**src/rtl/ifu_fetch.sv**
```systemverilog
// Instruction fetch unit: owns the PC, fetches one word at a time and hands it to decode.
// Optional macro IFU_MISALIGN_TRAP_EN adds a sticky misaligned-PC trap (ERR state).
module ifu_fetch #(
    parameter int unsigned              ISA_WIDTH = 32,
    parameter logic [ISA_WIDTH-1:0]     RESET_PC  = ISA_WIDTH'(32'h8000_0000)
) (
    input  logic                 clk,
    input  logic                 rst,
    input  logic [ISA_WIDTH-1:0] pc_in,
    input  logic                 pc_w_en,
    output logic [ISA_WIDTH-1:0] pc_out,
    output logic                 imem_req_valid,
    input  logic                 imem_req_ready,
    output logic [ISA_WIDTH-1:0] imem_addr,
    input  logic                 imem_rsp_valid,
    input  logic [31:0]          imem_rsp_data,
    output logic                 inst_valid,
    input  logic                 inst_ready,
    output logic [31:0]          inst,
    output logic [ISA_WIDTH-1:0] inst_pc,
    output logic                 fetch_err
);

    typedef enum logic [2:0] {
        IDLE,
        REQ,
        WAIT,
        HOLD,
        EXEC
`ifdef IFU_MISALIGN_TRAP_EN
        , ERR
`endif
    } state_t;

    state_t               state;
    logic [ISA_WIDTH-1:0] pc;
    logic                 req_valid_q;
    logic                 inst_valid_q;
    logic [31:0]          inst_q;
    logic [ISA_WIDTH-1:0] inst_pc_q;
`ifdef IFU_MISALIGN_TRAP_EN
    logic                 err_q;
`endif

    always_ff @(posedge clk or negedge rst) begin
        if (!rst) begin
            state        <= IDLE;
            pc           <= RESET_PC;
            req_valid_q  <= 1'b0;
            inst_valid_q <= 1'b0;
            inst_q       <= '0;
            inst_pc_q    <= RESET_PC;
`ifdef IFU_MISALIGN_TRAP_EN
            err_q        <= 1'b0;
`endif
        end else begin
            // Output flags are set on the transition into the state that owns them.
            case (state)
                IDLE: begin
                    state       <= REQ;
                    req_valid_q <= 1'b1;
                end
                REQ: begin
                    if (imem_req_ready) begin
                        state       <= WAIT;
                        req_valid_q <= 1'b0;
                    end
                end
                WAIT: begin
                    if (imem_rsp_valid) begin
                        inst_q       <= imem_rsp_data;
                        inst_pc_q    <= pc;
                        inst_valid_q <= 1'b1;
                        state        <= HOLD;
                    end
                end
                HOLD: begin
                    if (inst_ready) begin
                        inst_valid_q <= 1'b0;
                        state        <= EXEC;
                    end
                end
                EXEC: begin
                    if (pc_w_en) begin
                        pc <= pc_in;
`ifdef IFU_MISALIGN_TRAP_EN
                        if (pc_in[1:0] != 2'b00) begin
                            err_q <= 1'b1;
                            state <= ERR;
                        end else begin
                            req_valid_q <= 1'b1;
                            state       <= REQ;
                        end
`else
                        req_valid_q <= 1'b1;
                        state       <= REQ;
`endif
                    end
                end
`ifdef IFU_MISALIGN_TRAP_EN
                ERR: begin
                    state <= ERR;
                end
`endif
                default: begin
                    state        <= IDLE;
                    req_valid_q  <= 1'b0;
                    inst_valid_q <= 1'b0;
                end
            endcase
        end
    end

    assign pc_out         = pc;
    assign imem_addr      = pc;
    assign imem_req_valid = req_valid_q;
    assign inst_valid     = inst_valid_q;
    assign inst           = inst_q;
    assign inst_pc        = inst_pc_q;
`ifdef IFU_MISALIGN_TRAP_EN
    assign fetch_err      = err_q;
`else
    assign fetch_err      = 1'b0;
`endif

endmodule

```
**config.mk**
```make
export PLATFORM = sky130hd
export DESIGN_NAME = ifu_fetch
export DESIGN_NICKNAME = d
export VERILOG_FILES = /design/src/rtl/ifu_fetch.sv
export SDC_FILE = /design/constraint.sdc
export NUM_CORES = 1
export LEC_CHECK = 0
export CAP_MARGIN = 5
export CORE_ASPECT_RATIO = 1.2
export CORE_UTILIZATION = 37
export DETAILED_ROUTE_END_ITERATION = 12
export PLACE_DENSITY = 0.77
export SLEW_MARGIN = 5
export SYNTH_ARGS = -nofsm -noshare
export SYNTH_HDL_FRONTEND = slang
export SYNTH_SLANG_ARGS = --single-unit
export TNS_END_PERCENT = 10
```
**constraint.sdc**
```tcl
create_clock -name clk -period 1.6 [get_ports clk]
set_input_delay 0.16 -clock clk [delete_from_list [all_inputs] [get_ports clk]]
set_output_delay 0.16 -clock clk [all_outputs]
set_load 0.01 [all_outputs]
```
==> results of run 1 <==
==> worst reg2reg max path: stages, from the launching register on <==
cell and delay [ps]:
dfrtp_1 390, nand2b_4 160, nor3b_4 200, buf_4 170, clkbuf_16 200, mux2_1 340
==> layout by cell type (no fill, tap or decap), types with 2 or more instances in the layout <==
master,instances
mux2_2,46
clkbuf_16,10
buf_4,8
clkdlybuf4s50_1,195
nand2_1,2
mux2_1,49
clkinvlp_4,2
nor2_1,3
dfrtp_1,99
clkbuf_1,3
dlygate4sd2_1,3
bufinv_16,2
o21ai_0,3
buf_12,4
nand2b_1,3
dfstp_2,2
a21oi_1,2
==> flip-flops by register name (all words and copies together) (netlist names) <==
name and flops:
imem_req_valid 1, inst_valid 1, imem_addr 32, inst 32, state 3, inst_pc 32
==> logic make-up after synthesis <==
kind of cell    count (synthesis)
other cells                     1
mux                            96
simple gates                   13
buf+inv                        47
flops                         101
compound gates                  9
==> layout make-up <==
type	count	area [µm²]
well taps	132	165
clock buffers	12	236
clock inverters	4	75.1
fillers	891	4590
multi-input cells	119	1240
flip-flops and latches	101	2530
repair buffers	212	2150
==> worst max-delay path by stage <==
| stage | startpoint | end | cells past startpoint |
|---|---|---|---|
| finish | state[2] | inst[8] | 5 |
| global route | state[2] | inst[28] | 5 |
| CTS | state[2] | inst_pc[20] | 4 |
| detailed placement | imem_rsp_valid | inst_pc[20] | 4 |
| global placement | imem_rsp_valid | inst_pc[11] | 4 |
| floorplan | state[2] | inst[22] | 6 |
==> where the power goes <==
group	total (W)	switching [W]	leakage (nW)	internal (W)
clock network	0.00227	0.000898	0.143	0.00137
logic	0.00566	0.00205	1.35	0.00361
registers	0.00455	0.000773	1.28	0.00377
==> per-stage QoR <==
stage          TNS [ps]  total power [W]  instances  utilization
6_report              0           0.0125        580        0.582
5_1_grt           -98.9           0.0132        580        0.582
4_1_cts               0           0.0126        577        0.578
3_5_place_dp      -4990           0.0103        560        0.549
3_3_place_gp      -4050           0.0101        560        0.549
2_1_floorplan         0          0.00716        267            -
==> layer usage <==
metal  routed length (µm)  global-route usage  vias to the layer above
met2                 4730               0.271                      100
li1                     -                   -                     1242
met5                    0                   0                        -
met4                  197              0.0793                        0
met3                  499              0.0355                       15
met1                 3490               0.178                     1325
==> repair_timing <==
| action | in CTS | in global routing |
|---|---|---|
| buffers inserted | 0 | 2 |
| hold buffers | 1 | 0 |
| setup endpoints to repair | 15 | 55 |
| pin swaps | 1 | 0 |
| endpoints found under the hold margin | 99 | 0 |
| gates cloned | 0 | 1 |
| resized for setup | 3 | 1 |
==> qor.yml, run 1 <==
arrival_ps: 1790
yosys-mux-area-fraction: 0.259
synth-compound-area-share: 0.0135
critPathKind: "flop to flop"
die_h_um: 118
drc: 0
synth.distinct_cells: 25
slowest_delay_ps: 390
relSlewSlack: 0.649
rows: 42
cts_buffers: 9
clockBufferDepth: 2
power_per_cell_area_nw_per_um2: 1950
ant_nets: 0
initial_utilization: 0.379
synth.most_common_cell: "dfrtp_1"
h-tree-depth: 3
worstRegToRegCells: 5
antenna_found_initial: 0
synth-simple-area-share: 0.0201
worst_pin_slew_ps: 527
port_buffers: 199
clk_pin_slew_ps: 60
overflow: 0
max_freq_ghz: 0.636
synth_area_leaders: "dfrtp_1 (59%), mux2_1 (14%), mux2_2 (12%)"
synth_common_cells: "dfrtp_1 (99), mux2_1 (50), mux2_2 (46)"
r2r-end: "inst[8]"
post-route-period-util: 0.983
drive_gt1_frac: 0.174
synth_fa_ha_area_frac: 0
ys_ff_latch: 101
die_w_um: 98.9
rr_startpoint: "state[2]"
max-cap-violations: 0
timing.final.ws_setup_ps: 27.4
antenna_cells: 0
hold_viol_final: 0
num_vias: 2682
grt_pass1_wl_um: 14000
dpl.hpwl_um: 6550
hold_path.class: "primary input to asynchronous set/reset pin"
crit_path_top_delay_cell: "dfrtp_1"
dp_slack_ps: -103
clk_latency_ps: 340
first_iter_violations: 69
drt_wl_total_um: 8920
drv_slew: 0
netlist_instances: 267
firstDrtPassIters: 4
cp_num_buf_inv: 2
viasPerCell: 4.62
nNetsFinal: 513
netlist_area_um2: 4170
yosysWarnings: 0
setup_viol: 0
crit_family: "flip-flops"
synth_top_family_by_area: "multiplexers"
rsz0062_at_grt: "yes"
cts_root_buf: "clkbuf_16"
p_leak_nw: 2.77
skew_ps: 5.99
fin_crit_ps: 1570
required_ps: 1820
hold_ws_ps: 348
syn_to_final_growth_pct: 53.5
start_kind: "flop"
io_pins: 201
place_area_um2: 6030
wl_per_cell_um: 15.4
synthArstFlopShare: 1.00
grt_pass1_vias: 2755
cp_max_fo: 23
critPathCaptureType: "flop"
cts_tree: "done"
peakVddDrop_v: 0.000870
yosysTopAreaCellShare: 0.594
globalplace.congestion: 0.765
synth_fp_nets: 337
grt_max_degree: 60
synth_flop_cell: "dfrtp_1"
ff2ff_setup_slack_ps: 30
ys_seq_area_frac: 0.607
synth_area_per_cell_um2: 15.6
die_area_um2: 11700
clock-sinks: 101
core-area_um2: 11000
synth_top_area_cell: "dfrtp_1"
synth_edf_count: 0
status: "finished clean"
stdcell_area_um2: 6400
synth_xor_area_frac: 0
grt_usage: 0.156
path_cells: "nand2b_4 > nor3b_4 > buf_4 > clkbuf_16 > mux2_1"
Note: power is estimated with default switching activity, not from simulation.
==> run 2: changes to the inputs <==
--- a/config.mk
+++ b/config.mk
@@ -7,9 +7,10 @@
 export LEC_CHECK = 0
 export CAP_MARGIN = 5
 export CORE_ASPECT_RATIO = 1.2
-export CORE_UTILIZATION = 37
+export CORE_UTILIZATION = 56
 export DETAILED_ROUTE_END_ITERATION = 12
-export PLACE_DENSITY = 0.77
+export DONT_BUFFER_PORTS = 1
+export PLACE_DENSITY = 0.74
 export SLEW_MARGIN = 5
 export SYNTH_ARGS = -nofsm -noshare
 export SYNTH_HDL_FRONTEND = slang
==> qor.yml, run 2 (synthesized netlist as in run 1, its figures left out) <==
status: "finished with violations"
violations: "negative hold slack"
drc: 0  # unchanged
overflow: 0  # unchanged
num_vias: 2194  # -18%
fillers: 506  # -43%
cts_tree: "done"
nNetsFinal: 378  # -26%
cp-endpoint: "inst_pc[16]"
fin_crit_ps: 1550  # -25.0 ps
setup_viol: 0  # unchanged
worstRegToRegCells: 5  # unchanged
antenna_found_initial: 0  # unchanged
die_w_um: 80.8  # -18%
drv_slew: 0  # unchanged
dpl.hpwl_um: 4690  # -28%
dp_slack_ps: -11.4  # +91.4 ps
core-area_um2: 7230  # -34%
initial_utilization: 0.576  # +0.197
critPathKind: "flop to flop"
port_buffers: 0  # -100%
cp_max_fo: 17  # -26%
timing.final.ws_setup_ps: 52.4  # +25.0 ps
power_per_cell_area_nw_per_um2: 1800  # -7.7%
max_freq_ghz: 0.646  # +1.6%
clk_latency_ps: 350  # about the same
clock-sinks: 101  # unchanged
ant_nets: 0  # unchanged
peakVddDrop_v: 0.00107  # +22%
io_pins: 201  # unchanged
grt_pass1_wl_um: 11300  # -19%
cts_root_buf: "clkbuf_8"
fin_setup_tns_ps: 0  # unchanged
mostFrequentLayoutCell: "dfrtp_1"
arrival_ps: 1780  # about the same
p_leak_nw: 2.22  # -20%
die_area_um2: 7790  # -33%
hold_ws_ps: -505  # -853 ps
post-route-period-util: 0.967  # -0.0156
grt_pass1_vias: 2282  # -17%
grt_max_degree: 102  # +70%
drive_gt1_frac: 0.247  # +0.0727
rsz0062_at_grt: "no"
hold_path.class: "primary input to asynchronous set/reset pin"
firstDrtPassIters: 4  # unchanged
start_kind: "flop"
hold_buffers: 66  # +65
cts_buffers: 9  # unchanged
viasPerCell: 5.46  # +18%
final_cell_mix: "dfrtp_1 (99), dlygate4sd3_1 (66), mux2_1 (50), mux2_2 (46), clkbuf_8 (11)"
rr_startpoint: "state[2]"
rows: 34  # -19%
clockBufferDepth: 2  # unchanged
antenna_cells: 0  # unchanged
h-tree-depth: 3  # unchanged
required_ps: 1830  # about the same
max-cap-violations: 0  # unchanged
hold_viol_final: 101  # +101
r2r-end: "inst_pc[16]"
syn_to_final_growth_pct: 16.5
critPathCaptureType: "flop"
grt_usage: 0.201  # +0.0456
clk_pin_slew_ps: 90  # +30 ps
ff2ff_setup_slack_ps: 50  # +30 ps
die_h_um: 96.5  # -18%
critPathLaunch: "state[2]"
drt_wl_total_um: 7950  # -11%
globalplace.congestion: 0.803  # +4.9%
first_iter_violations: 70  # +1.4%
wl_per_cell_um: 19.8  # +29%
skew_ps: 12.2  # +6.21 ps
[run 2: worst min-delay path by stage]
stage | from | end | slack (ps) | cells after the start
detailed placement | rst | inst[9] | -130 | 0
floorplan | rst | imem_addr[0] | -140 | 0
global route | rst | imem_addr[20] | -550 | 0
finish | rst | inst[9] | -500 | 0
global placement | rst | inst[9] | -130 | 0
CTS | rst | inst[4] | -530 | 0
[run 2: cell type report]
type | instances | area, µm² | share of cell area
flip-flops and latches | 101 | 2530 | 0.521
multi-input cells | 119 | 1230 | 0.254
repair buffers | 77 | 802 | 0.165
clock buffers | 12 | 155 | 0.0320
well taps | 90 | 113 | 0.0232
clock inverters | 3 | 21.3 | 0.00438
[run 2: critical path: stages (launching register included)]
cell	delay, ps
dfrtp_1	380
nand2b_4	150
nor3b_4	180
buf_4	160
buf_6	200
mux2_1	360
[run 2: through the flow]
step,area [µm²],utilization,std cells,hold slack [ps],power (W)
floorplan,4170,-,267,-136,0.00716
global placement,3970,0.549,318,-134,0.00704
detailed placement,3970,0.549,318,-134,0.00717
CTS,4810,0.665,399,-530,0.00875
global route,4860,0.671,402,-546,0.00931
finish,4860,0.671,402,-505,0.00875
[run 2: power breakdown]
group          total, W  switching (W)  leakage (nW)  internal, W
Clock           0.00145       0.000802        0.0884     0.000644
Combinational   0.00176       0.000636         0.852      0.00113
Sequential      0.00554        0.00177          1.28      0.00377
Total           0.00875        0.00321          2.22      0.00554
[run 2: per-layer routing]
layer | vias to the layer above | wire length, µm | GRT usage
met2 | 118 | 4410 | 0.363
met1 | 1105 | 2850 | 0.199
met3 | 8 | 599 | 0.0779
li1 | 963 | - | -
met4 | 0 | 89 | 0.103
met5 | - | 0 | 0
[run 2: timing repair]
item                       in CTS  in global routing
buffers inserted                0                  2
cloned                          0                  1
gates resized for setup         0                  2
hold endpoints to repair      167                101
pin swaps                       0                  1
setup endpoints to repair       3                 56
==> run 3: changes to the inputs <==
--- a/config.mk
+++ b/config.mk
@@ -11,6 +11,7 @@
 export DETAILED_ROUTE_END_ITERATION = 12
 export DONT_BUFFER_PORTS = 1
 export PLACE_DENSITY = 0.74
+export SETUP_SLACK_MARGIN = 0.05
 export SLEW_MARGIN = 5
 export SYNTH_ARGS = -nofsm -noshare
 export SYNTH_HDL_FRONTEND = slang
==> qor.yml, run 3 (synthesized netlist as in run 1, its figures left out) <==
mostFrequentLayoutCell: "dfrtp_1"
wl_per_cell_um: 19.9  # +0.69%
fin_util: 0.685  # +0.0133
grt_usage: 0.202  # +0.000408
antenna_found_initial: 0  # unchanged
fin_crit_ps: 1540  # -11.9 ps
power_per_cell_area_nw_per_um2: 1780  # -1.1%
stdcell_area_um2: 4950  # +2.0%
viasPerCell: 5.42  # -0.69%
hold_buffers: 66  # unchanged
overflow: 0  # unchanged
port_buffers: 0  # unchanged
status: "finished with violations"
drv_slew: 0  # unchanged
slowest_delay_ps: 390  # about the same
core-area_um2: 7230  # unchanged
cts_tree: "done"
initial_utilization: 0.576  # unchanged
combPwrFrac: 0.212  # +0.010
dpl.hpwl_um: 4390  # -6.3%
cp_num_buf_inv: 2  # unchanged
critPathKind: "flop to flop"
grt_pass1_vias: 2288  # +0.26%
sw_frac_of_total: 0.366  # -0.00103
die_h_um: 96.5  # unchanged
arrival_ps: 1770  # about the same
rsz0062_at_grt: "yes"
timing.final.ws_setup_ps: 64.4  # +11.9 ps
hold_viol_final: 101  # unchanged
syn_to_final_growth_pct: 18.8
post-route-period-util: 0.960  # -0.00746
num_vias: 2206  # +0.55%
clk_pin_slew_ps: 90  # about the same
io_pins: 201  # unchanged
cp_max_fo: 12  # -5
cts_buffers: 9  # unchanged
die_w_um: 80.8  # unchanged
drt_wl_total_um: 8100  # +1.9%
p_switching_w: 0.00323  # +0.59%
first_iter_violations: 75  # +7.1%
firstDrtPassIters: 4  # unchanged
setup_viol: 0  # unchanged
final_cell_mix: "dfrtp_1 (99), dlygate4sd3_1 (66), mux2_1 (50), mux2_2 (46), clkbuf_8 (10)"
h-tree-depth: 3  # unchanged
path_cells: "nand2b_4 > nor3b_4 > buf_6 > clkbuf_16 > mux2_2"
rows: 34  # unchanged
hold_ws_ps: -503  # +1.72 ps
p_int_w: 0.00560  # +1.0%
critPathCaptureType: "flop"
peakVddDrop_v: 0.00103  # -3.6%
clock-sinks: 101  # unchanged
drc: 0  # unchanged
ant_nets: 0  # unchanged
crit_path_top_delay_cell: "dfrtp_1"
share_seq_of_total_power: 0.625  # -0.008
fin_setup_tns_ps: 0  # unchanged
clk_latency_ps: 350  # about the same
max_freq_ghz: 0.651  # +0.78%
required_ps: 1830  # about the same
antenna_cells: 0  # unchanged
power_frac_clock: 0.163  # -0.002
grt_max_degree: 102  # unchanged
violations: "negative hold slack"
nNetsFinal: 382  # +1.1%
start_kind: "flop"
hold_path.class: "primary input to asynchronous set/reset pin"
cts_root_buf: "clkbuf_8"
die_area_um2: 7790  # unchanged
drive_gt1_frac: 0.256  # +0.00873
place_area_um2: 3950  # -0.54%
p_leak_nw: 2.25  # +1.5%
crit_family: "flip-flops"
globalplace.congestion: 0.820  # +2.2%
dp_slack_ps: 8.10  # +19.5 ps
clockBufferDepth: 2  # unchanged
max-cap-violations: 0  # unchanged
skew_ps: 9.18  # -3.02 ps
grt_pass1_wl_um: 11500  # +1.8%
run 3: worst paths after layout:
kind | from | endpoint | slack [ps] | cells after the start
setup / recovery | state[2] | inst_pc[6] | 60 | 5
hold / removal | rst | inst[3] | -500 | 0
setup reg to reg | state[2] | inst_pc[6] | 60 | 5
hold reg to reg | inst_pc[18] | inst_pc[18] | 560 | 1
max in group asynchronous | rst | imem_addr[31] | 1880 | 0
min in group clk | pc_w_en | state[2] | 90 | 2
run 3: timing repair:
action                                  in CTS  in global routing
pin swaps                                    3                  1
endpoints found under the setup margin      58                 67
cloned                                       2                  2
endpoints found under the hold margin      167                101
buffers inserted                             3                  1
resized for setup                            6                  4
run 3: per-stage QoR:
| stage | power, W | instances | hold slack, ps |
|---|---|---|---|
| after floorplan | 0.00716 | 267 | -136 |
| after global placement | 0.00701 | 317 | -134 |
| after detailed placement | 0.00713 | 317 | -134 |
| after CTS | 0.00880 | 404 | -530 |
| after global routing | 0.00937 | 407 | -539 |
| final | 0.00882 | 407 | -503 |
run 3: final cells by class:
class / count / area, µm²
clock buffer: 12 / 145
clock inverter: 4 / 32.5
fill: 489 / 2280
multi-input combinational: 119 / 1240
sequential: 101 / 2530
tap: 90 / 113
timing repair buffer: 81 / 893
run 3: power by group through the flow:
stage                     sequential, W  combinational, W  clock [W]
after floorplan                 0.00503           0.00213          0
after global placement          0.00554           0.00147          0
after detailed placement        0.00557           0.00156          0
after CTS                       0.00552           0.00178    0.00150
after global routing            0.00572           0.00205    0.00160
final                           0.00551           0.00187    0.00144
run 3: metal layers:
layer	up-vias	track usage	wire (µm)
met3	15	0.0779	548
met4	0	0.0729	163
li1	971	-	-
met5	-	0	0
met1	1119	0.216	2910
met2	101	0.359	4480
